$ cat config.mk
export PLATFORM = sky130hd
export DESIGN_NAME = cone_eval_arbiter
export DESIGN_NICKNAME = d
export VERILOG_FILES = /design/src/rtl/cone_eval_arbiter.sv
export SDC_FILE = /design/constraint.sdc
export NUM_CORES = 1
export LEC_CHECK = 0
export ABC_CLOCK_PERIOD_IN_PS = 1900
export CORE_ASPECT_RATIO = 1.25
export CORE_MARGIN = 1.5
export CORE_UTILIZATION = 44
export DETAILED_ROUTE_END_ITERATION = 16
export GPL_TIMING_DRIVEN = 0
export PLACE_DENSITY = 0.79
export SLEW_MARGIN = 15
export SYNTH_ARGS = -nofsm -noshare
export SYNTH_HDL_FRONTEND = slang
export SYNTH_SLANG_ARGS = --single-unit
$ cat constraint.sdc
create_clock -name clk -period 1.9 [get_ports clk]
set_input_delay 0.38 -clock clk [delete_from_list [all_inputs] [get_ports clk]]
set_output_delay 0.38 -clock clk [all_outputs]
set_load 0.02 [all_outputs]
$ cat src/rtl/cone_eval_arbiter.sv
// rtl/cone_eval_arbiter.sv - two-port round-robin sequencer for a multicycle combinational cone
module cone_eval_arbiter #(
    parameter int IN_W   = 11,
    parameter int SETTLE = 2,
    parameter int CNT_W  = 8
) (
    input  logic             clk,
    input  logic             rst_n,
    input  logic             req0_valid,
    input  logic [IN_W-1:0]  req0_vec,
    output logic             req0_ready,
    input  logic             req1_valid,
    input  logic [IN_W-1:0]  req1_vec,
    output logic             req1_ready,
    output logic [IN_W-1:0]  cone_in,
    input  logic             cone_out,
    output logic             rsp_valid,
    input  logic             rsp_ready,
    output logic             rsp_id,
    output logic             rsp_bit,
    output logic             busy,
    output logic [CNT_W-1:0] done_cnt
);

    typedef enum logic [1:0] {
        S_IDLE   = 2'd0,
        S_SETTLE = 2'd1,
        S_RESP   = 2'd2
    } state_t;

    localparam logic [3:0] SETTLE_LOAD = 4'(SETTLE - 1);

    state_t     state;
    logic       last;
    logic [3:0] settle_cnt;
    logic       idle;

    // Readies are gated by rst_n so nothing is accepted while reset is asserted.
    assign idle       = rst_n && (state == S_IDLE);
    assign req0_ready = idle && req0_valid && (!req1_valid || last);
    assign req1_ready = idle && req1_valid && (!req0_valid || !last);
    assign busy       = rst_n && (state != S_IDLE);

    always_ff @(posedge clk) begin
        if (!rst_n) begin
            state      <= S_IDLE;
            last       <= 1'b1;
            settle_cnt <= '0;
            cone_in    <= '0;
            rsp_valid  <= 1'b0;
            rsp_id     <= 1'b0;
            rsp_bit    <= 1'b0;
            done_cnt   <= '0;
        end else begin
            case (state)
                S_IDLE: begin
                    if (req0_ready || req1_ready) begin
                        cone_in    <= req1_ready ? req1_vec : req0_vec;
                        rsp_id     <= req1_ready;
                        last       <= req1_ready;
                        settle_cnt <= SETTLE_LOAD;
                        state      <= S_SETTLE;
                    end
                end
                S_SETTLE: begin
                    // cone_in has been stable for SETTLE cycles when the count reaches zero
                    if (settle_cnt == 4'd0) begin
                        rsp_bit   <= cone_out;
                        rsp_valid <= 1'b1;
                        state     <= S_RESP;
                    end else begin
                        settle_cnt <= settle_cnt - 4'd1;
                    end
                end
                S_RESP: begin
                    if (rsp_ready) begin
                        rsp_valid <= 1'b0;
                        done_cnt  <= done_cnt + 1'b1;
                        state     <= S_IDLE;
                    end
                end
                default: state <= S_IDLE;
            endcase
        end
    end

endmodule
==> Word-level counts from Yosys, hierarchy flattened <==
Index checks and enable logic that the tools add are counted.
{ "word_totals": {"ff_bits": 29, "elab_cells": 50} }
{ "op_classes": {"n_addsub": 2, "n_eq_ne": 6, "n_mux": 11, "reduce_logical": 23} }
{ "ops": {"columns": ["op", "count"], "rows": [
  ["11-bit 2-to-1 mux", 1],
  ["3-bit AND reduction", 3],
  ["8-bit by 1-bit adder with 8-bit output, second input constant", 1],
  ["4-bit 2-to-1 mux", 2],
  ["4-bit case mux with 2 select lines", 1],
  ["1-bit logical AND", 6],
  ["2-bit 2-to-1 mux", 3],
  ["2-bit inequality test, second input constant", 3],
  ["2-bit case mux with 3 select lines", 1],
  ["2-bit AND reduction", 3],
  ["2-bit nonzero test", 3],
  ["4-bit zero test", 1],
  ["4-bit by 1-bit subtractor with 4-bit output, second input constant", 1],
  ["1-bit zero test", 3],
  ["1-bit logical OR", 3],
  ["2-bit by 1-bit equality test with 1-bit output, second input constant", 1],
  ["2-bit equality test, second input constant", 1],
  ["2-bit zero test", 1],
  ["1-bit 2-to-1 mux", 2],
  ["2-bit by 1-bit inequality test with 1-bit output, second input constant", 1],
  ["1-bit case mux with 2 select lines", 1]
]} }

==> Depth between registers and ports, before layout <==
{ "depth": {"depth_word": 7, "depth_mapped": 6} }

==> Worst setup path before layout <==
Ideal clock, no wire load.
{ "synth_timing": {"kind": "reg2out", "start": "register state[1]", "end": "output port req1_ready", "t_arrival_ns": 1.497, "required_time_ns": 1.520, "slack_ns": 0.023, "path_stages_with_launch": 5, "n_path_buf": 2, "cell_sequence": "dfxtp_1 buf_4 or3b_4 buf_2 nor3_1"} }
{ "synth_between": {"elab_chain_cells": 4} }
{ "synth_lines": {"columns": ["item", "line", "source"], "rows": [
  ["start, declared", "33", "state_t state;"],
  ["start signal, assigned", "46", "state <= S_IDLE;"],
  ["start signal, assigned", "62", "state <= S_SETTLE;"],
  ["start signal, assigned", "70", "state <= S_RESP;"],
  ["2-bit zero test", "39", "assign idle = rst_n && (state == S_IDLE);"],
  ["1-bit logical AND", "39", null],
  ["1-bit logical AND (2 in a row)", "41", "assign req1_ready = idle && req1_valid && (!req0_valid || !last);"],
  ["end, declared", "14", "output logic req1_ready,"]
]} }
Every way passes these cells.

==> Final worst setup path <==
{ "layout_timing": {"start": "input port rst_n", "end": "output port busy"} }
{ "layout_between": {"elab_chain_cells": 1} }
{ "layout_lines": {"columns": ["item", "line", "source"], "rows": [
  ["start, declared", "8", "input logic rst_n,"],
  ["1-bit logical AND", "42", "assign busy = rst_n && (state != S_IDLE);"],
  ["end, declared", "21", "output logic busy,"]
]} }
Every way passes these cells.

==> impl_metrics.tcl <==
set metrics [dict create \
    critPathKind "in -> out" \
    synth_cell_types 48 \
    async_reset_ff_share_pct 0 \
    htreeDepth 2 \
    rsz0062_at_grt "false" \
    hold_viol 0 \
    finalSetupTns_ps 0 \
    total_leakage_power_nw 0.792 \
    rr_startpoint "settle_cnt[0]" \
    vias 1526 \
    dr.pass1.iters 4 \
    p_sw_uw 579 \
    max_cap_violations 0 \
    cts_tree "built" \
    routed_via_density 5.85 \
    synthCells 164 \
    fmax_ghz 0.546 \
    io_pins 53 \
    dr.first_iter.drc_count 45 \
    drv_slew 0 \
    min_from "rst_n" \
    worstPathMaxFanout 10 \
    syn_nets 194 \
    holdWs_ps 494 \
    cts-hold-fix-buffers 0 \
    nets 253 \
    fp.dieH_um 67.9 \
    gp_congestion 0.769 \
    drive_gt1_share_pct 16.1 \
    grt_pass1_vias 1494 \
    rows 23 \
    fin_worst_skew_ps 6.16 \
    fin_crit_sh_pct 96.4 \
    syn_area_um2 1480 \
    fin_area_um2 2180 \
    numCtsBuffers 5 \
    grt_pass1_wl_mm 6.53 \
    switching_share_pct 30.9 \
    final_core_util_pct 67.6 \
    clock_latency_ps 280 \
    yosysSeqAreaShare_pct 39.2 \
    hpwlAfterDp_mm 2.96 \
    ir_worst_vdd_mv 0.693 \
    status "complete, no violations" \
    intPower_mw 1.29 \
    start_kind "primary input" \
    die_w_um 54.9 \
    fin_crit_ps 1830 \
    antenna_left 0 \
    arrival_ps 1450 \
    gr-total-overflow 0 \
    synth_warnings 0 \
    root_buffer "clkbuf_8" \
    ys.flop_type "dfxtp_1" \
    cts_buffer_depth 2 \
    dp.cells 253 \
    setup-violations-final 0 \
    stdcell_count 261 \
    placed_area_um2 2050 \
    cts.sinks 29 \
    synth-edff-count 0 \
    slew_headroom_pct 65.2 \
    seq_power_share_pct 38.3 \
    end_kind "output port" \
    start_util_pct 46.0 \
    antenna_cells 0 \
    syn_to_final_growth_pct 47.0 \
    power_frac_comb_pct 32.0 \
    drc 0 \
    die_area_um2 3730 \
    wl_mm 4.05 \
    required_ps 1520 \
    startpoint "rst_n" \
    grt_max_degree 14 \
    powerDensity_nw_per_um2 859 \
    p_clk_share_pct 29.7 \
    wl_per_cell_um 15.5 \
    antenna_found_initial 0 \
    grtUsageTotal_pct 24.4 \
    core_um2 3220 \
    port_buffers 52 \
    clk_pin_slew_ps 60 \
    worstMarginPinSlew_ps 520 \
    postSynthAreaPerCell_um2 9.04 \
    ys_ff_latch 29 \
    holdCritPathClass "in -> reg" \
]
## sequential cells by signal, summed over array words and instances, names as in the netlist
signal and cells:
rsp_id 1, rsp_valid 1, cone_in 11, done_cnt 8
state 2, rsp_bit 1, settle_cnt 4, last 1
## cell usage after synthesis, types with 2 or more instances
cell type / number / area share [%]
dfxtp_1: 29 / 39
a21oi_1: 18 / 6.1
o21ai_1: 12 / 4.1
nand3b_1: 11 / 5.6
nor2_1: 8 / 2.0
a311oi_1: 7 / 4.1
a311oi_2: 4 / 4.1
buf_2: 4 / 1.4
nand2b_1: 4 / 1.7
nand3_1: 4 / 1.4
nand4_1: 4 / 1.7
or3_1: 4 / 1.7
buf_1: 3 / 0.76
inv_1: 3 / 0.76
nand2_1: 3 / 0.76
nor3_1: 3 / 1.0
o21ai_0: 3 / 1.0
a221o_1: 2 / 1.4
a2bb2oi_1: 2 / 1.2
and2_1: 2 / 0.84
buf_6: 2 / 1.5
clkbuf_1: 2 / 0.51
ha_1: 2 / 1.7
nor2b_1: 2 / 0.84
or3b_1: 2 / 1.2
xor2_1: 2 / 1.2
## path summary, 6_finish.rpt
| check | end | slack [ps] | cells past startpoint |
|---|---|---|---|
| hold reg to reg | rsp_bit | 490 | 2 |
| setup / recovery | busy | 70 | 5 |
| hold / removal | last | 490 | 2 |
| setup reg to reg | settle_cnt[1] | 270 | 5 |
## cell families after synthesis
kind of cell / after synthesis / share of synthesized area (%)
muxes: 1 / 0.675
xor gates and xnor gates: 2 / 1.18
and+or+nand+nor: 56 / 24.6
adders and majority gates: 2 / 1.69
buffers and inverters: 17 / 5.99
DFF: 29 / 39.2
AOI/OAI and AO/OA: 57 / 26.7
## critical path, cell delays in order
cell and delay, ps:
clkdlybuf4s15_2 250, inv_2 190, clkbuf_4 240, nor2_1 60, dlygate4sd2_1 320
## cells in the final DEF (no fill, tap or decap), drive strengths merged, types with 2 or more instances in the layout
cell / instances
nor3b: 2
nor2: 9
xor2: 2
o21ai: 15
nand2: 3
clkbuf: 11
or3b: 3
nor2b: 2
a2bb2oi: 2
nand3b: 12
nand2b: 4
a21oi: 18
inv: 4
nor3: 3
ha: 2
clkdlybuf4s50: 46
a221o: 2
a311oi: 11
dlygate4sd2: 3
nand4: 4
dfxtp: 29
buf: 11
and2: 3
nand3: 4
or3: 4
## power groups by stage
stage               clock network (mW)  registers [mW]  logic (mW)
floorplan                            0           0.776       0.299
detailed placement                   0           0.726       0.581
CTS                              0.567           0.717       0.594
finish                           0.555           0.718       0.599
global placement                     0           0.723       0.567
global route                     0.599           0.724       0.643
## through the flow
stage | power, mW | worst slack, ps
final | 1.87 | 68.9
after global routing | 1.97 | 20.5
after CTS | 1.88 | 35.0
after detailed placement | 1.31 | -896
after global placement | 1.29 | -881
after floorplan | 1.08 | 22.5
## routing by layer
metal	GRT usage [%]	wire, µm
met5	0	0
met4	9.45	69
met3	8.95	323
met2	43.8	2100
met1	25.0	1570
## what timing repair did
item / in CTS / in global routing
pin swaps: 1 / 0
resized for setup: 28 / 2
endpoints found under the setup margin: 3 / 1
setup buffers: 1 / 0
## cell type report
class,instances,area [µm²]
flip-flops and latches,29,582
inverters,4,15.0
repair buffers,53,520
multi-input cells,118,831
fillers,277,1040
well taps,37,46.3
clock buffers,7,96.3
clock inverters,1,5.00
plain buffers,12,83.8
No activity file was read; power rests on OpenSTA's default activity.
